## config.mk

```make
export PLATFORM = sky130hd
export DESIGN_NAME = sr_debounce_sync
export DESIGN_NICKNAME = d
export VERILOG_FILES = /design/src/rtl/sr_pkg.sv /design/src/rtl/sr_debounce_ch.sv /design/src/rtl/sr_debounce_sync.sv
export SDC_FILE = /design/constraint.sdc
export NUM_CORES = 1
export LEC_CHECK = 0
export ABC_AREA = 1
export CELL_PAD_IN_SITES_DETAIL_PLACEMENT = 0
export CELL_PAD_IN_SITES_GLOBAL_PLACEMENT = 2
export CORE_ASPECT_RATIO = 0.6
export CORE_MARGIN = 2
export CORE_UTILIZATION = 36
export CTS_CLUSTER_SIZE = 10
export DETAILED_ROUTE_END_ITERATION = 10
export PLACE_DENSITY_LB_ADDON = 0.1
export SLEW_MARGIN = 20
export SYNTH_ARGS = -nofsm -noshare
export SYNTH_HDL_FRONTEND = slang
export SYNTH_SLANG_ARGS = --single-unit
export TNS_END_PERCENT = 5
```

## constraint.sdc

```tcl
create_clock -name clk -period 2.9 [get_ports clk]
set_input_delay 0.29 -clock clk [delete_from_list [all_inputs] [get_ports clk]]
set_output_delay 0.29 -clock clk [all_outputs]
set_load 0.01 [all_outputs]
```

## src/rtl/sr_pkg.sv

```systemverilog
`default_nettype none
// ============================================================================
//  Module      : sr_pkg
//  Description : Shared definitions for the debounced S/R pulse generator:
//                channel state encoding, synchroniser depth and the default
//                debounce length.
//  Config      : SR_SYNC_3FF_EN -- when defined, the raw-input synchroniser
//                is three flops deep instead of two.
//  Revision    : 1.0 - initial release
// ============================================================================
package sr_pkg;

`ifdef SR_SYNC_3FF_EN
    localparam int N_SYNC = 3;
`else
    localparam int N_SYNC = 2;
`endif

    localparam int DEBOUNCE_CYCLES_DEFAULT = 4;

    // Per-channel debounce state; explicit 2-bit encoding.
    typedef enum logic [1:0] {
        ST_IDLE   = 2'd0,   // accepted level 0
        ST_ARM    = 2'd1,   // counting toward accepted level 1
        ST_HELD   = 2'd2,   // accepted level 1
        ST_DISARM = 2'd3    // counting toward accepted level 0
    } ch_state_t;

endpackage : sr_pkg
`default_nettype wire

```

## src/rtl/sr_debounce_ch.sv

```systemverilog
`default_nettype none
// ============================================================================
//  Module      : sr_debounce_ch
//  Description : One debounce channel: N_SYNC-flop synchroniser, four-state
//                debounce FSM with saturating counter, and a registered
//                one-cycle pulse on every accepted rising level.
//  Ports       : clk      - rising-edge clock
//                n_reset  - asynchronous active-low reset
//                btn      - raw asynchronous button level
//                pulse    - one-cycle pulse, registered ARM->HELD transition
//  Config      : SR_SYNC_3FF_EN (via sr_pkg::N_SYNC) sets synchroniser depth.
//  Revision    : 1.0 - initial release
// ============================================================================
module sr_debounce_ch
    import sr_pkg::*;
#(
    parameter int DEBOUNCE_CYCLES = DEBOUNCE_CYCLES_DEFAULT
) (
    input  logic clk,
    input  logic n_reset,
    input  logic btn,
    output logic pulse
);

    localparam int                 c_cnt_w    = $clog2(DEBOUNCE_CYCLES + 1);
    localparam logic [c_cnt_w-1:0] c_cnt_one  = c_cnt_w'(1);
    localparam logic [c_cnt_w-1:0] c_cnt_max  = c_cnt_w'(DEBOUNCE_CYCLES);
    localparam logic [c_cnt_w-1:0] c_cnt_last = c_cnt_w'(DEBOUNCE_CYCLES - 1);

    logic [N_SYNC-1:0]  r_sync;
    logic               w_sync;
    ch_state_t          r_state;
    ch_state_t          w_state_nxt;
    logic [c_cnt_w-1:0] r_cnt;
    logic [c_cnt_w-1:0] w_cnt_nxt;
    logic [c_cnt_w-1:0] w_cnt_inc;
    logic               w_rise;
    logic               r_pulse;

    // Synchroniser: the FSM only ever looks at the last stage.
    always_ff @(posedge clk or negedge n_reset) begin
        if (!n_reset) begin
            r_sync <= '0;
        end else begin
            r_sync <= {r_sync[N_SYNC-2:0], btn};
        end
    end

    assign w_sync = r_sync[N_SYNC-1];

    // Counter saturates at DEBOUNCE_CYCLES rather than wrapping.
    assign w_cnt_inc = (r_cnt == c_cnt_max) ? r_cnt : (r_cnt + c_cnt_one);

    // State, counter and pulse registers.
    always_ff @(posedge clk or negedge n_reset) begin
        if (!n_reset) begin
            r_state <= ST_IDLE;
            r_cnt   <= '0;
            r_pulse <= 1'b0;
        end else begin
            r_state <= w_state_nxt;
            r_cnt   <= w_cnt_nxt;
            r_pulse <= w_rise;
        end
    end

    // Next-state logic. r_cnt holds the number of consecutive new-level
    // samples already seen, so the level is accepted on the cycle whose
    // sample is the DEBOUNCE_CYCLES-th one (r_cnt == DEBOUNCE_CYCLES-1).
    always_comb begin
        w_state_nxt = r_state;
        w_cnt_nxt   = r_cnt;
        case (r_state)
            ST_IDLE: begin
                if (w_sync) begin
                    w_state_nxt = ST_ARM;
                    w_cnt_nxt   = c_cnt_one;
                end
            end
            ST_ARM: begin
                if (!w_sync) begin
                    w_state_nxt = ST_IDLE;
                    w_cnt_nxt   = '0;
                end else if (r_cnt >= c_cnt_last) begin
                    w_state_nxt = ST_HELD;
                    w_cnt_nxt   = '0;
                end else begin
                    w_cnt_nxt   = w_cnt_inc;
                end
            end
            ST_HELD: begin
                if (!w_sync) begin
                    w_state_nxt = ST_DISARM;
                    w_cnt_nxt   = c_cnt_one;
                end
            end
            ST_DISARM: begin
                // Returning high here re-enters HELD without a new pulse.
                if (w_sync) begin
                    w_state_nxt = ST_HELD;
                    w_cnt_nxt   = '0;
                end else if (r_cnt >= c_cnt_last) begin
                    w_state_nxt = ST_IDLE;
                    w_cnt_nxt   = '0;
                end else begin
                    w_cnt_nxt   = w_cnt_inc;
                end
            end
            default: begin
                w_state_nxt = ST_IDLE;
                w_cnt_nxt   = '0;
            end
        endcase
    end

    // Output logic: only the ARM->HELD transition produces a pulse.
    always_comb begin
        w_rise = 1'b0;
        if ((r_state == ST_ARM) && (w_state_nxt == ST_HELD)) begin
            w_rise = 1'b1;
        end
    end

    assign pulse = r_pulse;

endmodule : sr_debounce_ch
`default_nettype wire

```

## src/rtl/sr_debounce_sync.sv

```systemverilog
`default_nettype none
// ============================================================================
//  Module      : sr_debounce_sync
//  Description : Debounces two raw buttons into one-cycle S and R pulses for
//                a downstream SR gate. Pulses that land in the same cycle are
//                both suppressed and flagged on conflict.
//  Ports       : clk       - rising-edge clock
//                n_reset   - asynchronous active-low reset
//                s_btn     - raw set request (may bounce)
//                r_btn     - raw reset request (may bounce)
//                S         - one-cycle set pulse
//                R         - one-cycle reset pulse
//                conflict  - one-cycle flag for a suppressed S/R pair
//  Config      : SR_SYNC_3FF_EN -- three-flop synchronisers, latency +1 edge.
//  Revision    : 1.0 - initial release
// ============================================================================
module sr_debounce_sync
    import sr_pkg::*;
#(
    parameter int DEBOUNCE_CYCLES = DEBOUNCE_CYCLES_DEFAULT
) (
    input  logic clk,
    input  logic n_reset,
    input  logic s_btn,
    input  logic r_btn,
    output logic S,
    output logic R,
    output logic conflict
);

    logic w_s_pulse;
    logic w_r_pulse;
    logic r_s;
    logic r_r;
    logic r_conflict;

    sr_debounce_ch #(
        .DEBOUNCE_CYCLES (DEBOUNCE_CYCLES)
    ) u_ch_s (
        .clk     (clk),
        .n_reset (n_reset),
        .btn     (s_btn),
        .pulse   (w_s_pulse)
    );

    sr_debounce_ch #(
        .DEBOUNCE_CYCLES (DEBOUNCE_CYCLES)
    ) u_ch_r (
        .clk     (clk),
        .n_reset (n_reset),
        .btn     (r_btn),
        .pulse   (w_r_pulse)
    );

    // Only coincident pulses conflict; a channel sitting in HELD emits no
    // pulse and so never blocks the other one.
    always_ff @(posedge clk or negedge n_reset) begin
        if (!n_reset) begin
            r_s        <= 1'b0;
            r_r        <= 1'b0;
            r_conflict <= 1'b0;
        end else begin
            r_s        <= w_s_pulse & ~w_r_pulse;
            r_r        <= w_r_pulse & ~w_s_pulse;
            r_conflict <= w_s_pulse &  w_r_pulse;
        end
    end

    assign S        = r_s;
    assign R        = r_r;
    assign conflict = r_conflict;

endmodule : sr_debounce_sync
`default_nettype wire

```

# --- After elaboration in Yosys (flattened, before gate mapping) ---
# Index checks and enable logic that the tools add are counted.
classes:
  order_cmp: 2
  n_reduce_logical: 6
  bitwise_logic: 5
  eq_ne: 14
  addsub: 2
  muxes: 30
op_table:
  columns: ["operator", "n"]
  rows:
  - ["3-bit 2-to-1 mux", 12]
  - ["2-bit 2-to-1 mux", 12]
  - ["3-bit case mux with 4 select lines", 2]
  - ["2-bit case mux with 4 select lines", 2]
  - ["2-bit equality test (second input constant)", 6]
  - ["3-bit by 1-bit adder with 3-bit output (second input constant)", 2]
  - ["3-bit equality test (second input constant)", 2]
  - ["3-bit by 2-bit >= comparator with 1-bit output (second input constant)", 2]
  - ["2-bit by 1-bit equality test with 1-bit output (second input constant)", 2]
  - ["2-bit logical NOT", 2]
  - ["2-bit by 1-bit != test with 1-bit output (second input constant)", 2]
  - ["2-bit != test (second input constant)", 2]
  - ["2-bit AND reduction", 2]
  - ["1-bit AND", 3]
  - ["1-bit logical AND", 2]
  - ["1-bit 2-to-1 mux", 2]
  - ["1-bit inverter", 2]
word_totals:
  inputBits: 4
  register_bits: 19
  output_inout_bits: 3

# --- Depth between registers and ports, before layout ---
depth:
  word_depth: 7
  depth_mapped: 7
  depth_no_buf: 7

# --- By module ---
# A second synthesis with hierarchy kept.
unflattened:
  hier_cells: 97
  area_unflattened_um2: 858.3
by_module_without_submodules:
  columns: ["mod", "cells_per_inst", "area_each_um2", "n_inst", "seq_area_each_um2"]
  rows:
  - ["sr_debounce_ch", 44, 380.4, 2, 200.2]
  - ["sr_debounce_sync", 9, 97.6, 1, 75.1]

# --- Worst setup path before layout ---
# No wires, ideal clock.
synth_path:
  path_type: "register -> register"
  from: "register u_ch_s.r_cnt[0]"
  to: "register u_ch_s.r_cnt[1]"
  slack_ns: 1.690
  stages_incl_launch_ff: 8
  setup_ns: 0.065
  n_path_buf: 0
  arrival_time_ns: 1.145
  cell_sequence: "dfrtp_1 > ha_1 > ha_1 > nor2_1 > nand3_1 > nor2_1 > nand2_1 > nand2_1"
synth_via:
  elab_chain_len: 5
  elab_cells_between_ends: 8
  classes_between: "1 x add/sub; 1 x order compare; 1 x eq/ne; 5 x mux"
synth_rtl:
  columns: ["element", "line", "text"]
  rows:
  - ["start, declared", "sr_debounce_ch.sv:34", "logic [c_cnt_w-1:0] r_cnt;"]
  - ["start signal, assigned", "sr_debounce_ch.sv:62", "r_cnt <= w_cnt_nxt;"]
  - ["3-bit by 1-bit adder with 3-bit output / 3-bit equality test (equally long branches)", "sr_debounce_ch.sv:52", "assign w_cnt_inc = (r_cnt == c_cnt_max) ? r_cnt : (r_cnt + c_cnt_one);"]
  - ["3-bit 2-to-1 mux", "sr_debounce_ch.sv:52", null]
  - ["3-bit 2-to-1 mux *", "sr_debounce_ch.sv:84, sr_debounce_ch.sv:102", null]
  - ["3-bit 2-to-1 mux (on tied branches)", "sr_debounce_ch.sv:99, sr_debounce_ch.sv:81", null]
  - ["3-bit case mux with 4 select lines *", "sr_debounce_ch.sv:73", "case (r_state)"]
# Mark *: on every way between the ends. The rest lies on a longest branch, timed or not.
# A chain may end at the register's enable or synchronous reset.

# --- Worst setup path after layout ---
layout_path:
  from: "register r_r, in the netlist R"
  to: "output port R"
layout_rtl:
  columns: ["element", "line", "text"]
  rows:
  - ["start, declared", "sr_debounce_sync.sv:34", "logic r_r;"]
  - ["start signal, assigned", "sr_debounce_sync.sv:64", "r_r <= w_r_pulse & ~w_s_pulse;"]
  - ["end, declared", "sr_debounce_sync.sv:27", "output logic R,"]
# No word-level cell between the ends.

==> key figures <==
Run status
  • Run status: finished, final reports clean

Finish
  • N_diodes: 0
  • Fraction of layout cells with a size suffix above 1: 0.130
  • Syn-to-layout area delta: 16.3%
  • Net count, final: ~130
  • Post-Route Utilization: 0.458

Synth
  • Mapped cell area: about 880 um2
  • Mapped Cells: ~110
  • Synth unique cells: 12
  • Synth area leader: dfrtp_1
  • Syn_nets: 115
  • YS warnings: 0
  • Yosys reg bits: 19
  • Syn Area/Cell: around 8.4 um2
  • Post-synth top area share: 0.537
  • Seq/Total Area, Yosys: 0.537
  • Ranking of synthesized cells by area: dfrtp_1, nand2_1, ha_1, nand3_1, inv_1

STA
  • Unrepaired setup endpoints after global routing: no
  • Slew Viols, Final: 0
  • Final hold viol count: 0
  • Setup TNS: 0 ns
  • Least-Margin Pin Slew: ~0.85 ns
  • Tmin final: 1.39 ns
  • Fmax: ~720 MHz
  • Max_slew headroom: 0.431
  • Fin Clk Skew: a little under 0.009 ns
  • Worst setup margin: between 1.5 and 2 ns
  • Finish-stage setup viols: 0
  • Period utilisation layout: 0.479
  • Hold slack: between 0.3 and 0.4 ns

Pwr
  • Static leakage: 0.548 nW
  • P_sw: ~0.35 mW
  • Clock share of power: 0.199
  • Worst VDD drop: 0.000379 V
  • PwrDens: a little under 900 nW/um2
  • Switching Share: 0.386
  • Comb pwr share: 0.341
  • Overall Power: roughly 0.90 mW
  • Internal Pwr Total: roughly 0.55 mW
  • Sequential power share: 0.460

Placement
  • Dpl hpwl: 1100 um
  • GP Congestion: 0.768
  • Port buffer count: 6
  • Pre-CTS setup slack: about 1.5 ns

Detailed routing
  • Drt first-iter violations: 50
  • Post-DRT Antenna Nets: 0
  • Via density: around 4.5
  • Vias: 646
  • Detailed Routing Iterations Pass 1: 4
  • DR DRC count: 0
  • Routed wire per std cell: 9.70 um
  • WL final: about 1400 um

GRT
  • Met2 Usage GRT: 0.132
  • Antenna violations before repair: 0
  • GRT met1 Usage: 0.189
  • Grt met3 use: 0.0565
  • Largest net degree at the start of global routing: 20
  • Most crowded layer after global routing: met1
  • Vias in the first global route: 535
  • Total track usage: 0.116
  • Overflow after GRT: 0
  • First-pass GRT wire length: 2430 um

Floorplanning
  • FP Rows: 13
  • Die ar.: about 2900 um2
  • Die Y: between 40 and 50 um
  • Die Wd: around 70 um
  • Starting Density: 0.394
  • Core area: ~2200 um2
  • Ports: 7

Worst setup path
  • Crit path arrival time: 1.10 ns
  • Reg2reg start: u_ch_s.r_cnt[0]$_DFFE_PN0P_
  • Largest stage delay on the critical path: between 0.5 and 0.6 ns
  • Worst path required time: 2.61 ns
  • Buffers & Inverters on Critical Path: 1
  • Crit end category: output pin
  • Maximum fanout along the worst path: 1
  • CP Cell Sequence: clkdlybuf4s50_1
  • Crit-path leading delay family: buffers and inverters
  • Crit path from: R$_DFF_PN0_
  • CP Class: reg -> out
  • CP startpoint kind: flop
  • Slowest CP cell: clkdlybuf4s50_1

CTS
  • # hold bufs at CTS: 0
  • Htree depth: 1
  • Num Clock Sinks: 19
  • TritonCTS clock tree: built
  • Total CTS buffers: 3
  • Post-CTS Setup Bufs: 0
  • Clk slew on worst S/H paths: ~0.07 ns
  • Worst skew pair latency: 0.25 ns
  • CTS resizes: 0
  • CTS root buf: clkbuf_8
  • CTS Buffer Depth: 2

Hold path
  • Hold_sp: u_ch_s.r_sync[0]$_DFF_PN0_
  • Worst min path class: reg -> reg

Job
  • Max cap viols: 0
[cell usage after synthesis, drive strengths merged]
cell type	number
o21ai	3
nand2	44
nand3	8
ha	6
nor2	10
dfrtp	19
inv	13
a21oi	2
[cell families (layout without fill, tap and decap cells)]
group	Yosys count	in the layout	synth area share
compound gates	5	5	0.0283
flops	19	19	0.537
buf+inv	13	23	0.0552
fa+ha+maj	6	6	0.0849
simple gates	62	62	0.294
[registers in the layout (all words and copies together), names as in the netlist, 2 cells and up]
register,flops
u_ch_r.r_cnt,3
u_ch_s.r_state,2
u_ch_r.r_sync,2
u_ch_r.r_state,2
u_ch_s.r_sync,2
u_ch_s.r_cnt,3
[routing by layer]
layer	vias up	wire, um
met5	-	0
met4	0	0
met3	0	97
met2	16	500
met1	287	810
li1	343	-
[final timing paths]
path	slack, ns	to	cells after the start
setup / recovery	1.51	R	1
hold / removal	0.35	u_ch_s.r_sync[1]$_DFF_PN0_	0
setup reg to reg	1.51	u_ch_s.r_cnt[1]$_DFFE_PN0P_	7
hold reg to reg	0.35	u_ch_s.r_sync[1]$_DFF_PN0_	0
max in group asynchronous	1.85	u_ch_r.r_state[1]$_DFF_PN0_	1
min in group asynchronous	0.52	u_ch_s.r_state[1]$_DFF_PN0_	1
[power groups by stage]
stage | clock network [mW] | logic [mW] | registers [mW]
after CTS | 0.187 | 0.312 | 0.414
after detailed placement | 0 | 0.307 | 0.418
after global routing | 0.204 | 0.363 | 0.427
after floorplan | 0 | 0.238 | 0.404
after global placement | 0 | 0.310 | 0.421
final | 0.179 | 0.307 | 0.414
[stage by stage]
step | cells | instance area, um2
5_1_grt | 145 | 1030
3_3_place_gp | 141 | 982
2_1_floorplan | 105 | 885
4_1_cts | 145 | 1030
6_report | 145 | 1030
3_5_place_dp | 141 | 982
[cell type report]
type                            count  area [um2]
Fill cell                         229        1220
Clock inverter                      1        5.00
Multi-Input combinational cell     73         360
Inverter                           13        48.8
Clock buffer                        3        41.3
Tap cell                           30        37.5
Sequential cell                    19         475
Timing Repair Buffer                6        60.1
[placed cells by master (no fill, tap or decap), drive strengths merged]
master,Yosys,final
nand2,44,44
dfrtp,19,19
inv,13,13
nor2,10,10
nand3,8,8
ha,6,6
clkdlybuf4s50,0,6
clkbuf,0,3
o21ai,3,3
a21oi,2,2
clkinv,0,1
No activity file was read; power rests on OpenSTA's default activity.
